--- src/rtl/cp0_pkg.sv ---
// Shared CP0 definitions: register numbers, exception codes, handler vector and PRId value.
// The optional BadVAddr register is enabled by the CP0_BADVADDR_EN macro.
package cp0_pkg;

  localparam logic [4:0] REG_BADVADDR = 5'd8;
  localparam logic [4:0] REG_SR       = 5'd12;
  localparam logic [4:0] REG_CAUSE    = 5'd13;
  localparam logic [4:0] REG_EPC      = 5'd14;
  localparam logic [4:0] REG_PRID     = 5'd15;

  localparam logic [4:0] EXC_INT  = 5'd0;
  localparam logic [4:0] EXC_ADEL = 5'd4;
  localparam logic [4:0] EXC_ADES = 5'd5;
  localparam logic [4:0] EXC_RI   = 5'd10;
  localparam logic [4:0] EXC_OV   = 5'd12;

  localparam logic [31:0] HANDLER_ADDR = 32'h0000_4180;
  localparam logic [31:0] PRID         = 32'h0000_2020;

  // Return address for a trap: a delay-slot instruction restarts at its branch.
  function automatic logic [31:0] epc_of(input logic [31:0] pc, input logic bd);
    logic [31:0] raw;
    raw = bd ? (pc - 32'd4) : pc;
    return raw & 32'hFFFF_FFFC;
  endfunction

endpackage

--- src/rtl/cp0_if.sv ---
// Pipeline-side signal bundle for CP0; master is the pipeline, slave is CP0.
// BadAddr_M exists only when CP0_BADVADDR_EN is defined.
interface cp0_if;
  logic [4:0]  A1;
  logic [4:0]  A2;
  logic        WE;
  logic [31:0] WD;
  logic [31:0] PC_M;
  logic        BD_M;
  logic [4:0]  ExcCode_M;
  logic        EXLClr;
  logic [5:0]  HWInt;
`ifdef CP0_BADVADDR_EN
  logic [31:0] BadAddr_M;
`endif
  logic        IntReq;
  logic        ExcReq;
  logic [31:0] RD;
  logic [31:0] EPC;

  modport master (
    output A1, A2, WE, WD, PC_M, BD_M, ExcCode_M, EXLClr, HWInt,
`ifdef CP0_BADVADDR_EN
    output BadAddr_M,
`endif
    input  IntReq, ExcReq, RD, EPC
  );

  modport slave (
    input  A1, A2, WE, WD, PC_M, BD_M, ExcCode_M, EXLClr, HWInt,
`ifdef CP0_BADVADDR_EN
    input  BadAddr_M,
`endif
    output IntReq, ExcReq, RD, EPC
  );
endinterface

--- src/rtl/cp0.sv ---
// System-control coprocessor 0: SR, Cause, EPC, PRId plus interrupt/exception qualification.
// Defining CP0_BADVADDR_EN adds the read-only BadVAddr register (reg 8).
module cp0
  import cp0_pkg::*;
(
  input  logic  clk,
  input  logic  reset_n,
  cp0_if.slave  bus
);

  logic [5:0]  im;
  logic        exl;
  logic        ie;
  logic        bd;
  logic [5:0]  ip;
  logic [4:0]  exc_code;
  logic [31:0] epc;
  logic        int_req;
  logic        exc_req;
  logic        take;
  logic        wr_sr;
  logic        wr_epc;
  logic [31:0] sr_val;
  logic [31:0] cause_val;
  logic [31:0] rd;

`ifdef CP0_BADVADDR_EN
  logic [31:0] bad_vaddr;
`endif

  // Interrupt outranks a same-cycle exception; both are masked while EXL is set.
  assign int_req = ie & ~exl & (|(bus.HWInt & im));
  assign exc_req = ~exl & (bus.ExcCode_M != EXC_INT) & ~int_req;
  assign take    = int_req | exc_req;
  assign wr_sr   = bus.WE & (bus.A2 == REG_SR);
  assign wr_epc  = bus.WE & (bus.A2 == REG_EPC);

  always_ff @(posedge clk) begin
    if (!reset_n) begin
      im       <= '0;
      exl      <= 1'b0;
      ie       <= 1'b0;
      bd       <= 1'b0;
      ip       <= '0;
      exc_code <= '0;
      epc      <= '0;
    end else begin
      ip <= bus.HWInt;
      if (take) begin
        exl      <= 1'b1;
        bd       <= bus.BD_M;
        exc_code <= int_req ? EXC_INT : bus.ExcCode_M;
        epc      <= epc_of(bus.PC_M, bus.BD_M);
      end else begin
        if (wr_sr) begin
          im  <= bus.WD[15:10];
          exl <= bus.WD[1];
          ie  <= bus.WD[0];
        end else if (bus.EXLClr) begin
          exl <= 1'b0;
        end
        if (wr_epc) begin
          epc <= bus.WD;
        end
      end
    end
  end

`ifdef CP0_BADVADDR_EN
  always_ff @(posedge clk) begin
    if (!reset_n) begin
      bad_vaddr <= '0;
    end else if (exc_req && (bus.ExcCode_M == EXC_ADEL || bus.ExcCode_M == EXC_ADES)) begin
      bad_vaddr <= bus.BadAddr_M;
    end
  end
`endif

  assign sr_val    = {16'b0, im, 8'b0, exl, ie};
  assign cause_val = {bd, 15'b0, ip, 3'b0, exc_code, 2'b0};

  // Reads see register state before this edge, so a same-cycle write returns the old value.
  always_comb begin
    rd = '0;
    case (bus.A1)
      REG_SR:       rd = sr_val;
      REG_CAUSE:    rd = cause_val;
      REG_EPC:      rd = epc;
      REG_PRID:     rd = PRID;
`ifdef CP0_BADVADDR_EN
      REG_BADVADDR: rd = bad_vaddr;
`endif
      default:      rd = '0;
    endcase
  end

  assign bus.IntReq = int_req;
  assign bus.ExcReq = exc_req;
  assign bus.RD     = rd;
  assign bus.EPC    = epc;

endmodule

--- src/flat_wrapper.sv ---
// flat-port wrapper written by rule: the top's interface ports become plain ports
module cp0_flat import cp0_pkg::*;
  (clk, reset_n, bus_A1, bus_A2, bus_WE, bus_WD, bus_PC_M, bus_BD_M, bus_ExcCode_M, bus_EXLClr, bus_HWInt, bus_IntReq, bus_ExcReq, bus_RD, bus_EPC);
  cp0_if bus_i ();
  input  logic clk;
  input  logic reset_n;
  input wire logic [$bits(bus_i.A1)-1:0] bus_A1;
  input wire logic [$bits(bus_i.A2)-1:0] bus_A2;
  input wire logic [$bits(bus_i.WE)-1:0] bus_WE;
  input wire logic [$bits(bus_i.WD)-1:0] bus_WD;
  input wire logic [$bits(bus_i.PC_M)-1:0] bus_PC_M;
  input wire logic [$bits(bus_i.BD_M)-1:0] bus_BD_M;
  input wire logic [$bits(bus_i.ExcCode_M)-1:0] bus_ExcCode_M;
  input wire logic [$bits(bus_i.EXLClr)-1:0] bus_EXLClr;
  input wire logic [$bits(bus_i.HWInt)-1:0] bus_HWInt;
  output wire logic [$bits(bus_i.IntReq)-1:0] bus_IntReq;
  output wire logic [$bits(bus_i.ExcReq)-1:0] bus_ExcReq;
  output wire logic [$bits(bus_i.RD)-1:0] bus_RD;
  output wire logic [$bits(bus_i.EPC)-1:0] bus_EPC;
  assign bus_i.A1 = bus_A1;
  assign bus_i.A2 = bus_A2;
  assign bus_i.WE = bus_WE;
  assign bus_i.WD = bus_WD;
  assign bus_i.PC_M = bus_PC_M;
  assign bus_i.BD_M = bus_BD_M;
  assign bus_i.ExcCode_M = bus_ExcCode_M;
  assign bus_i.EXLClr = bus_EXLClr;
  assign bus_i.HWInt = bus_HWInt;
  assign bus_IntReq = bus_i.IntReq;
  assign bus_ExcReq = bus_i.ExcReq;
  assign bus_RD = bus_i.RD;
  assign bus_EPC = bus_i.EPC;
  cp0 u_core (.clk(clk), .reset_n(reset_n), .bus(bus_i));
endmodule
--- config.mk ---
export PLATFORM = sky130hd
export DESIGN_NAME = cp0_flat
export DESIGN_NICKNAME = d
export VERILOG_FILES = /design/src/rtl/cp0_pkg.sv /design/src/rtl/cp0_if.sv /design/src/rtl/cp0.sv /design/src/flat_wrapper.sv
export SDC_FILE = /design/constraint.sdc
export NUM_CORES = 1
export LEC_CHECK = 0
export CAP_MARGIN = 20
export CORE_MARGIN = 2
export CORE_UTILIZATION = 35
export DETAILED_ROUTE_END_ITERATION = 12
export GPL_TIMING_DRIVEN = 0
export PLACE_DENSITY = 0.69
export SYNTH_ARGS = -nofsm -noshare
export SYNTH_HDL_FRONTEND = slang
export SYNTH_SLANG_ARGS = --single-unit
--- constraint.sdc ---
create_clock -name clk -period 7.24 [get_ports clk]
set_input_delay 1.81 -clock clk [delete_from_list [all_inputs] [get_ports clk]]
set_output_delay 1.81 -clock clk [all_outputs]
set_load 0.005 [all_outputs]
==> impl_metrics.py <==
metrics = {
    "sta": {
        "slew_viol_final": 0,
        "fin_ws_ns": 0.707,
        "fin_skew_ns": 0.00871,
        "min_period_ns": 6.53,
        "finalSetupViolations": 0,
        "worst_pin_slew_ns": 0.884,
        "max_slew_margin_pct": 40.5,
        "fmax_mhz": 153,
        "rsz0062_at_grt": "false",
        "finalHoldViolCount": 0,
        "timing.final.crit_share_pct": 90.2,
        "fin_setup_tns_ns": 0,
    },
    "routing": {
        "wirelength_mm": 12.8,
        "routed_via_density": 5.65,
        "first_pass_iters": 4,
        "first_iter_violations": 160,
        "ant_nets": 0,
        "drc": 0,
        "wl_per_cell_um": 17.9,
        "vias": 4021,
    },
    "yosys": {
        "synth_cells": 422,
        "synth_ff_type": "dfxtp_1",
        "syn_avg_cell_area_um2": 8.23,
        "yosys_warnings": 0,
        "yosysSeqAreaShare_pct": 30.0,
        "ys_ff_latch": 52,
        "synthesis.nets": 513,
        "synth_edf_count": 0,
        "ys_types": 50,
        "netlist_area_um2": 3470,
        "synthArstFlopShare_pct": 0,
    },
    "clock_tree": {
        "clk_latency_ns": 0.32,
        "cts_buffers": 5,
        "cts.sinks": 52,
        "clk_pin_slew_ns": 0.10,
        "postCtsSetupRepairBufs": 0,
        "cts_resized": 0,
        "cts_buffer_depth": 2,
        "htree_levels": 2,
        "holdBufCountCts": 0,
        "cts_tree": "built",
        "clockRootBuffer": "clkbuf_8",
    },
    "pwr": {
        "power.total_uw": 702,
        "ir_drop_v": 0.0000859,
        "leakage_uw": 0.00171,
        "powerDensity_nw_per_um2": 134,
    },
    "die": {
        "die_h_um": 104,
        "dieArea_um2": 10700,
        "start_util_pct": 35.9,
        "die_x_um": 104,
        "io-pin-count": 156,
        "placementRows": 36,
        "coreArea_um2": 9680,
    },
    "placement": {
        "gp_congestion": 0.860,
        "place_ws_ns": 0.666,
        "port_buffers": 149,
        "hpwl_mm": 10.2,
    },
    "cells_and_area": {
        "final_cell_mix": "clkdlybuf4s50_1 (149), dfxtp_1 (52), mux2i_1 (28)",
        "nets": 669,
        "final_common_cell": "clkdlybuf4s50_1",
        "drive_gt1_share_pct": 3.28,
        "fill_cells": 919,
        "syn_to_final_growth_pct": 50.4,
        "diodes": 0,
    },
    "hold_path": {
        "hold_path_class": "flop to flop",
    },
    "critical_path": {
        "crit_path_max_fanout": 10,
        "cp-start-kind": "primary input",
        "cp.arrival_ns": 4.72,
        "end_kind": "primary output",
        "required_ns": 5.43,
        "crit_type": "primary input to primary output",
    },
    "grt": {
        "grt_usage_pct": 23.4,
        "overflow": 0,
        "antenna_found_initial": 0,
        "grt_max_degree": 19,
        "grt_pass1_wl_mm": 20.7,
        "grt_pass1_vias": 3997,
    },
    "flow_run": {
        "maxCapViolCount": 0,
    },
    "status": {
        "status": "completed",
    },
}
worst paths after layout:
kind / startpoint / end / slack, ns / depth (start not counted)
max: bus_A1[1] / bus_RD[26] / 0.71 / 6
min: u_core.bd / u_core.bd / 0.48 / 2
max reg2reg: u_core.im[0] / u_core.bus.EPC[28] / 4.81 / 6
min reg2reg: u_core.bd / u_core.bd / 0.48 / 2
cell families (layout without fill, tap and decap cells):
logic type	after synthesis	in the layout	synth area share, %
adder cells (fa/ha/maj)	1	1	0.360
AO/OA/AOI/OAI	116	116	26.6
buffers and inverters	56	213	6.23
AND/OR/NAND/NOR	161	161	26.7
multiplexers	28	28	8.07
XOR/XNOR	8	8	2.02
flip-flops	52	52	30.0
sequential cells by signal, indices dropped and copies added (netlist names):
| register | flops |
|---|---|
| u_core.bd | 1 |
| u_core.exl | 1 |
| u_core.im | 6 |
| u_core.exc_code | 5 |
| u_core.ie | 1 |
| u_core.ip | 6 |
| u_core.bus.EPC | 32 |
critical path: stages:
cell and delay, ns:
clkdlybuf4s50_1 0.52, nor2b_1 0.58, nor2b_1 0.58, clkbuf_1 0.52
and2_1 0.21, clkdlybuf4s50_1 0.49
layer usage:
metal / vias to the layer above / wire length, um / global-route usage (%)
met5: - / 0 / 0
met3: 15 / 833 / 5.22
li1: 1957 / - / -
met1: 1904 / 5680 / 30.6
met2: 145 / 6080 / 39.2
met4: 0 / 172 / 5.60
metrics by stage:
stage | instance area (um^2) | util (%) | cells | hold slack [ns]
final | 5230 | 54.0 | 712 | 0.480
after floorplan | 3470 | - | 422 | 0.443
after detailed placement | 5130 | 53.0 | 704 | 0.466
after global placement | 5130 | 53.0 | 704 | 0.453
after global routing | 5230 | 54.0 | 712 | 0.520
after CTS | 5230 | 54.0 | 712 | 0.481
synth_stat cells (2+ instances only):
master	instances	area (um^2)
a2111oi_0	5	43.8
a211oi_1	24	180
a21boi_0	2	15.0
a21oi_1	13	65.1
a22o_1	3	26.3
a22oi_1	5	37.5
a31oi_1	2	12.5
a32o_1	5	50.1
and2_1	25	156
buf_1	3	11.3
buf_2	5	25.0
clkbuf_1	27	101
clkinv_1	2	7.51
dfxtp_1	52	1040
inv_1	19	71.3
mux2i_1	28	280
nand2_1	20	75.1
nand2b_1	2	12.5
nand3_1	3	15.0
nand3b_1	2	15.0
nand4_1	20	125
nand4b_1	2	17.5
nor2_1	24	90.1
nor2b_1	5	31.3
nor3_1	14	70.1
nor4_1	21	131
o2111ai_1	13	114
o21a_1	5	37.5
o21ai_0	2	10.0
o311a_1	13	130
o31a_1	18	158
o31ai_1	3	22.5
or2_2	4	25.0
or3_1	5	31.3
or4_1	5	37.5
xnor2_1	4	35.0
xor2_1	4	35.0
area by class of cell:
type,count,area [um^2],share of cell area (%)
Buffer,35,138,2.63
Clock buffer,5,68.8,1.32
Clock inverter,3,25.0,0.479
Inverter,21,78.8,1.51
Multi-Input combinational cell,314,2220,42.4
Sequential cell,52,1040,19.9
Tap cell,133,166,3.18
Timing Repair Buffer,149,1490,28.5
report_power, final:
group / internal, uW / switching (uW)
clock network: 70.8 / 109
registers: 307 / 16.0
logic: 111 / 88.4
(Power assumes the default switching activity.)
